==> config.mk <==
export PLATFORM = sky130hd
export DESIGN_NAME = bus_arbiter
export DESIGN_NICKNAME = d
export VERILOG_FILES = /design/src/rtl/bus_pkg.sv /design/src/rtl/rr_pick2.sv /design/src/rtl/bus_arbiter.sv
export SDC_FILE = /design/constraint.sdc
export NUM_CORES = 1
export LEC_CHECK = 0
export ABC_CLOCK_PERIOD_IN_PS = 5710
export BUFFER_PORTS_ARGS = -buffer_cell sky130_fd_sc_hd__buf_2
export CAP_MARGIN = 20
export CELL_PAD_IN_SITES_DETAIL_PLACEMENT = 1
export CELL_PAD_IN_SITES_GLOBAL_PLACEMENT = 2
export CORE_ASPECT_RATIO = 0.9
export CORE_MARGIN = 3
export CORE_UTILIZATION = 28
export CTS_CLUSTER_SIZE = 25
export DETAILED_ROUTE_END_ITERATION = 6
export PLACE_DENSITY = 0.91
export SLEW_MARGIN = 40
export SYNTH_ARGS = -nofsm -noshare
export SYNTH_HDL_FRONTEND = slang
export SYNTH_SLANG_ARGS = --single-unit
==> constraint.sdc <==
create_clock -name clk -period 5.71 [get_ports clk]
set_input_delay 0.8565 -clock clk [delete_from_list [all_inputs] [get_ports clk]]
set_output_delay 0.8565 -clock clk [all_outputs]
set_load 0.1 [all_outputs]
==> src/rtl/bus_pkg.sv <==
// Shared types and constants for the two-master bus arbiter.
// Latency: n/a (declarations only).
// Backpressure: n/a.
package bus_pkg;

  // Arbiter FSM encoding
  typedef enum logic [1:0] {
    IDLE = 2'd0,
    BUS  = 2'd1,
    DONE = 2'd2
  } state_t;

  // Master identifiers
  localparam logic M_CPU = 1'b0;
  localparam logic M_AUX = 1'b1;

  // Bus-cycle counter
  localparam int CNT_W = 4;
  typedef logic [CNT_W-1:0] cnt_t;

  // Counter preload for a transaction lasting 'cycles' bus cycles
  function automatic cnt_t cnt_load(input int cycles);
    return cnt_t'(cycles - 1);
  endfunction

endpackage

==> src/rtl/rr_pick2.sv <==
// Two-way round-robin pick: the master that did not win last time wins a tie.
// Latency: combinational.
// Backpressure: none; the caller decides when the pick is consumed.
module rr_pick2
  import bus_pkg::*;
(
  input  logic req0,
  input  logic req1,
  input  logic last,
  output logic valid,
  output logic winner
);

  assign valid = req0 | req1;

  // Single requester wins outright; on a tie the previous owner yields
  always_comb begin
    winner = M_CPU;
    if (req0 && req1) begin
      winner = ~last;
    end else if (req1) begin
      winner = M_AUX;
    end
  end

endmodule

==> src/rtl/bus_arbiter.sv <==
// Two-master arbiter driving the bridge lines from registers for BUS_CYCLES cycles.
// Latency: grant edge -> BUS_CYCLES bus cycles -> one-cycle ack (BUS_CYCLES+2 per txn).
// Backpressure: masters hold req until ack; requests wait while a transaction is in flight.
module bus_arbiter
  import bus_pkg::*;
#(
  parameter int BUS_CYCLES = 1
) (
  input  logic        clk,
  input  logic        reset,
  input  logic        m0_req,
  input  logic [31:0] m0_addr,
  input  logic [31:0] m0_wd,
  input  logic        m0_we,
  input  logic [3:0]  m0_be,
  output logic        m0_ack,
  output logic [31:0] m0_rd,
  input  logic        m1_req,
  input  logic [31:0] m1_addr,
  input  logic [31:0] m1_wd,
  input  logic        m1_we,
  input  logic [3:0]  m1_be,
  output logic        m1_ack,
  output logic [31:0] m1_rd,
  output logic [31:0] praddr,
  output logic [31:0] prwd,
  output logic        prwe,
  output logic [3:0]  prbe,
  input  logic [31:0] prrd
);

  localparam cnt_t CNT_LOAD = cnt_load(BUS_CYCLES);

  state_t state;
  logic   owner;
  logic   last;
  cnt_t   cnt;
  logic   pick_valid;
  logic   pick_winner;

  rr_pick2 u_pick (
    .req0   (m0_req),
    .req1   (m1_req),
    .last   (last),
    .valid  (pick_valid),
    .winner (pick_winner)
  );

  // Arbitration FSM, bridge-line registers and read-data capture
  always_ff @(posedge clk or posedge reset) begin
    if (reset) begin
      state  <= IDLE;
      owner  <= M_CPU;
      last   <= M_AUX;
      cnt    <= '0;
      praddr <= '0;
      prwd   <= '0;
      prwe   <= 1'b0;
      prbe   <= '0;
      m0_rd  <= '0;
      m1_rd  <= '0;
    end else begin
      case (state)
        IDLE: begin
          if (pick_valid) begin
            owner <= pick_winner;
            cnt   <= CNT_LOAD;
            state <= BUS;
            if (pick_winner == M_AUX) begin
              praddr <= m1_addr;
              prwd   <= m1_wd;
              prwe   <= m1_we;
              prbe   <= m1_be;
            end else begin
              praddr <= m0_addr;
              prwd   <= m0_wd;
              prwe   <= m0_we;
              prbe   <= m0_be;
            end
          end
        end
        BUS: begin
          // Write strobe lasts only the first bus cycle so FIFO devices see one write
          prwe <= 1'b0;
          if (cnt == '0) begin
            if (owner == M_AUX) begin
              m1_rd <= prrd;
            end else begin
              m0_rd <= prrd;
            end
            last   <= owner;
            praddr <= '0;
            prwd   <= '0;
            prbe   <= '0;
            state  <= DONE;
          end else begin
            cnt <= cnt - 1'b1;
          end
        end
        DONE: begin
          // No arbitration here: a still-held req is taken as a new one from IDLE
          state <= IDLE;
        end
        default: begin
          state <= IDLE;
        end
      endcase
    end
  end

  // Acks come straight from state and owner, so they are mutually exclusive
  assign m0_ack = (state == DONE) && (owner == M_CPU);
  assign m1_ack = (state == DONE) && (owner == M_AUX);

endmodule

==> results.py, run 1 <==
metrics = {
    "route": {
        "num_vias": 5295,
        "ant_nets": 0,
        "wirelength_um": 21140,
        "drtIter0Drc": 319,
        "firstDrtPassIters": 4,
        "drc_errors": 0,
        "vias_per_cell": 4.871,
        "wl_per_cell_um": 19.45,
    },
    "logic_synthesis": {
        "syn_area_mm2": 0.006195,
        "netlist_instances": 497,
        "ys.flop_type": "dfrtp_1",
        "avgSynthCellArea_um2": 12.46,
        "synth_top_cell_area_share_pct": 56.55,
        "synth.area.top_cells": "dfrtp_1 (57%), mux2i_1 (12%), mux2_2 (11%)",
        "synth_async_sr_flop_share_pct": 100.0,
        "synth_warnings": 0,
        "synth_most_common_cell": "dfrtp_1",
        "ys_seq_area_share_pct": 56.98,
        "yosysTopAreaCell": "dfrtp_1",
        "syn_nets": 673,
        "synth_seq_cells": 141,
        "synth-edff-count": 0,
        "ys_top_cells_by_count": "dfrtp_1 (140), o21ai_0 (76), mux2i_1 (73), o22ai_1 (68), mux2_2 (63)",
        "ys_types": 30,
    },
    "worst_hold_path": {
        "whs_path_depth": 1,
        "min_from": "m0_rd[26]",
        "hold-path-endpoint": "m0_rd[26]",
        "hp-class": "flop to flop",
    },
    "floorplan": {
        "die_w_um": 162.8,
        "row_count": 50,
        "initial_core_util_pct": 29.12,
        "die_h_um": 147.1,
        "core_mm2": 0.02127,
        "fp.dieArea_mm2": 0.02395,
        "ioPinCount": 309,
    },
    "sta": {
        "hold_viol_final": 0,
        "rsz0062_at_grt": "false",
        "fin_crit_ns": 2.492,
        "tns_ns": 0,
        "fmax_mhz": 401.2,
        "period_share_pct": 43.65,
        "maxSlewHeadroom_pct": 44.52,
        "tightestPinTransition_ns": 0.8322,
        "finClkSkew_ns": 0.01288,
        "finalMaxSlewViolations": 0,
        "finalSetupViolCount": 0,
    },
    "critical_path": {
        "crit_path_end_kind": "primary output",
        "r2r_end": "praddr[1]",
        "start_kind": "flop",
        "required_ns": 4.85,
        "r2r-start": "cnt[0]",
        "criticalPathCategory": "flop to primary output",
        "reg2reg_depth": 6,
        "worstPathArrival_ns": 1.64,
        "reg2reg_slack_ns": 3.23,
        "cp_max_fo": 11,
        "crit_path_start": "state[1]",
    },
    "run_status": {
        "status": "finished, final reports clean",
    },
    "layout": {
        "fill_cells": 2448,
        "multi_input_area_mm2": 0.002469,
        "seqCellArea_mm2": 0.003530,
        "num_antenna_cells": 0,
        "syn_to_final_growth_pct": 39.29,
        "drive_gt1_share_pct": 52.31,
        "final_nets": 964,
    },
    "placement": {
        "port_buffers": 308,
        "gp_congestion": 0.7776,
        "hpwlAfterDp_um": 14770,
    },
    "global_route": {
        "grt_usage_pct": 17.33,
        "grt_max_degree": 91,
        "grt_pass1_wl_um": 32690,
        "grt_pass1_vias": 5810,
        "antenna_found_initial": 0,
        "overflow": 0,
    },
    "clocking": {
        "cts_sinks": 141,
        "cts_buffers": 17,
        "clockBufferDepth": 2,
        "cts_root_buf": "clkbuf_16",
        "cts_setup_buffers": 0,
        "clk_latency_ns": 0.42,
        "cts_hold_buf": 0,
        "path_clk_slew_ns": 0.07,
        "cts_resized": 0,
        "htree_levels": 4,
        "cts_tree": "done",
    },
    "flow_run": {
        "maxCapViolations": 0,
    },
}
through the flow:
stage | setup WS [ns] | std cells | area, um2 | util [%] | hold WS, ns
floorplan | 1.074 | 497 | 6195 | - | 0.4553
global route | 3.093 | 1087 | 8628 | 40.56 | 0.5183
CTS | 3.209 | 1087 | 8625 | 40.55 | 0.4930
finish | 3.218 | 1087 | 8628 | 40.56 | 0.4883
detailed placement | 3.159 | 1055 | 7988 | 37.55 | 0.4747
global placement | 3.196 | 1055 | 7985 | 37.54 | 0.4645
final cells by class:
type                       instances  share of cell area, %
inverter                           4                 0.2610
sequential                       141                  40.91
tap                              286                  4.147
clock inverter                    14                  2.407
timing repair buffer             317                  18.69
clock buffer                      18                  4.974
multi-input combinational        307                  28.61
metal layers:
metal  vias up  routed length, um  track usage, %
met5         -                  0               0
li1       2434                  -               -
met1      2677               8723           21.16
met4         0                515           6.173
met3        34                901           3.552
met2       150              11000           30.27
layout by cell type, fill, tap and decap left out, types with 4 or more instances in the layout:
master     netlist  layout
clkbuf_16        0      17
buf_2           17     308
dfrtp_1        140     140
inv_6            0       4
o22ai_1         68      68
mux2_2          63      63
o21ai_0         76      76
bufinv_16        0       4
mux2i_1         73      73
buf_4            1       8
cell families (layout without fill, tap and decap cells):
kind of cell	Yosys count	after routing	share of synthesized area, %
AOI/OAI and AO/OA	149	149	13.59
adders and majority gates	2	2	0.4039
buffers and inverters	49	353	3.737
DFF	141	141	56.98
muxes	137	137	23.43
and+or+nand+nor	19	19	1.858
worst max-delay path by stage:
stage	end	depth (start not counted)
floorplan	cnt[0]	1
global placement	prwd[29]	5
detailed placement	prwd[29]	5
CTS	m0_ack	2
global route	m0_ack	2
finish	m0_ack	2
sequential cells by signal (all words and copies together) (netlist names):
register and cells:
prwd 32, prwe 1, praddr 32, state 2, owner 1, m1_rd 32
cnt 4, m0_rd 32, prbe 4, last 1
critical path: stages, from the launching register on:
cell     delay, ns
dfrtp_1       0.54
nor3b_1       0.22
buf_2         0.45
Power of run 1 is not shown: default switching activity piles up to over one toggle a cycle in this logic, so the estimate is an artifact.
==> run 2: changes to the inputs <==
ABC_CLOCK_PERIOD_IN_PS = 2000   (was 5710)
CORE_UTILIZATION = 25   (was 28)
PLACE_DENSITY = 0.86   (was 0.91)
clock period = 2 ns   (was 5.71 ns; I/O delays follow)
==> run 2 against run 1 <==
- sequential share of layout area fell by 1.5 points
- clock skew fell by 0.0022 ns
- first-iteration DRC count fell by 45%
==> results.py, run 2 (same netlist as run 1, synthesis figures left out) <==
metrics = {
    "run_status": {
        "status": "finished, final reports clean",
    },
    "clocking": {
        "cts_root_buf": "clkbuf_16",
        "clockBufferDepth": 2,
        "cts_buffers": 17,
        "htree_levels": 4,
        "clk_latency_ns": 0.41,
        "cts_sinks": 141,
        "path_clk_slew_ns": 0.06,
        "cts_tree": "done",
    },
    "critical_path": {
        "cp_max_fo": 8,
        "cpPeakStageDelay_ns": 0.40,
        "criticalPathCategory": "flop to flop",
        "required_ns": 2.30,
        "cp_cell_sequence": "inv_2, ha_2, or3b_4, nor3_4, buf_6, clkbuf_16, mux2_2",
        "crit_path_end_kind": "flop",
        "start_kind": "flop",
        "worstPathArrival_ns": 2.29,
        "crit_slowest_cell": "dfrtp_1",
    },
    "sta": {
        "maxSlewHeadroom_pct": 61.48,
        "finClkSkew_ns": 0.01073,
        "finalSetupViolCount": 0,
        "finalMaxSlewViolations": 0,
        "tightestPinTransition_ns": 0.5756,
        "hold_viol_final": 0,
        "fin_ws_ns": 0.008426,
        "fmax_mhz": 502.1,
        "fin_crit_ns": 1.992,
        "rsz0062_at_grt": "true",
        "period_share_pct": 99.58,
    },
    "placement": {
        "post-place-ws_ns": 0.05036,
        "port_buffers": 308,
        "hpwlAfterDp_um": 14900,
        "gp_congestion": 0.7335,
        "placed_area_mm2": 0.008240,
    },
    "global_route": {
        "grt_usage_pct": 14.93,
        "grt_pass1_wl_um": 31280,
        "grt_pass1_vias": 5736,
        "overflow": 0,
        "antenna_found_initial": 0,
        "grt_max_degree": 77,
    },
    "floorplan": {
        "ioPinCount": 309,
        "core_mm2": 0.02432,
        "row_count": 54,
        "fp.dieArea_mm2": 0.02671,
        "die_w_um": 171.9,
        "die_h_um": 155.3,
        "initial_core_util_pct": 25.47,
    },
    "layout": {
        "fin_util_pct": 36.81,
        "final_common_cell": "buf_2",
        "syn_to_final_growth_pct": 44.54,
        "final_cell_mix": "buf_2 (306), dfrtp_1 (140), o21ai_0 (76)",
        "num_antenna_cells": 0,
        "stdcell_area_mm2": 0.008954,
        "final_nets": 980,
        "drive_gt1_share_pct": 53.81,
    },
    "route": {
        "drc_errors": 0,
        "drtIter0Drc": 176,
        "wirelength_um": 20970,
        "firstDrtPassIters": 4,
        "ant_nets": 0,
        "num_vias": 5296,
        "vias_per_cell": 4.720,
        "wl_per_cell_um": 18.69,
    },
    "flow_run": {
        "maxCapViolations": 0,
    },
    "worst_hold_path": {
        "hp-class": "input port to flop",
    },
}
[run 2: path summary, 6_finish.rpt]
check | from | endpoint | slack [ns] | depth (start not counted)
worst max register to register | cnt[1] | m0_rd[2] | 0.008 | 7
min in group asynchronous | reset | owner | 0.42 | 3
max in group asynchronous | reset | praddr[8] | 0.85 | 4
worst max-delay path | cnt[1] | m0_rd[2] | 0.008 | 7
worst min register to register | m1_rd[16] | m1_rd[16] | 0.50 | 1
worst min-delay path | prrd[8] | m1_rd[8] | 0.13 | 2
[run 2: through the flow]
stage	hold WS, ns	std cells	TNS, ns
CTS	0.1129	1117	0
detailed placement	0.2982	1087	0
global route	0.1139	1122	-1.229
finish	0.1332	1122	0
global placement	0.2938	1087	0
floorplan	0.4347	497	-8.717
[run 2: what timing repair did]
action                                  CTS  global route
endpoints found under the hold margin    10             0
hold buffers                              1             0
buffers inserted                          0             2
gates resized for setup                   0            18
endpoints found under the setup margin    0           105
[run 2: worst max-delay path: cells and delay by family, from the launching register on]
family | cells | cell delay, ns
buf+inv | 3 | 0.42
flops | 1 | 0.40
mux | 1 | 0.33
simple gates | 2 | 0.57
fa+ha+maj | 1 | 0.16
[run 2: layout make-up]
type                    instances  area [um2]
fillers                      2766       15370
well taps                     308       385.4
multi-input cells             307        2527
clock buffers                  20       456.7
repair buffers                333        1921
inverters                       4       18.77
clock inverters                 9       115.1
flip-flops and latches        141        3530
[run 2: routing by layer]
layer | track usage [%] | part of all wire (%) | up-vias
met4 | 3.307 | 0.79 | 0
met5 | 0 | 0 | -
met3 | 4.421 | 6.9 | 12
met2 | 26.23 | 51 | 175
li1 | - | - | 2451
met1 | 18.07 | 42 | 2658
Power of run 2 is left out for the same reason.
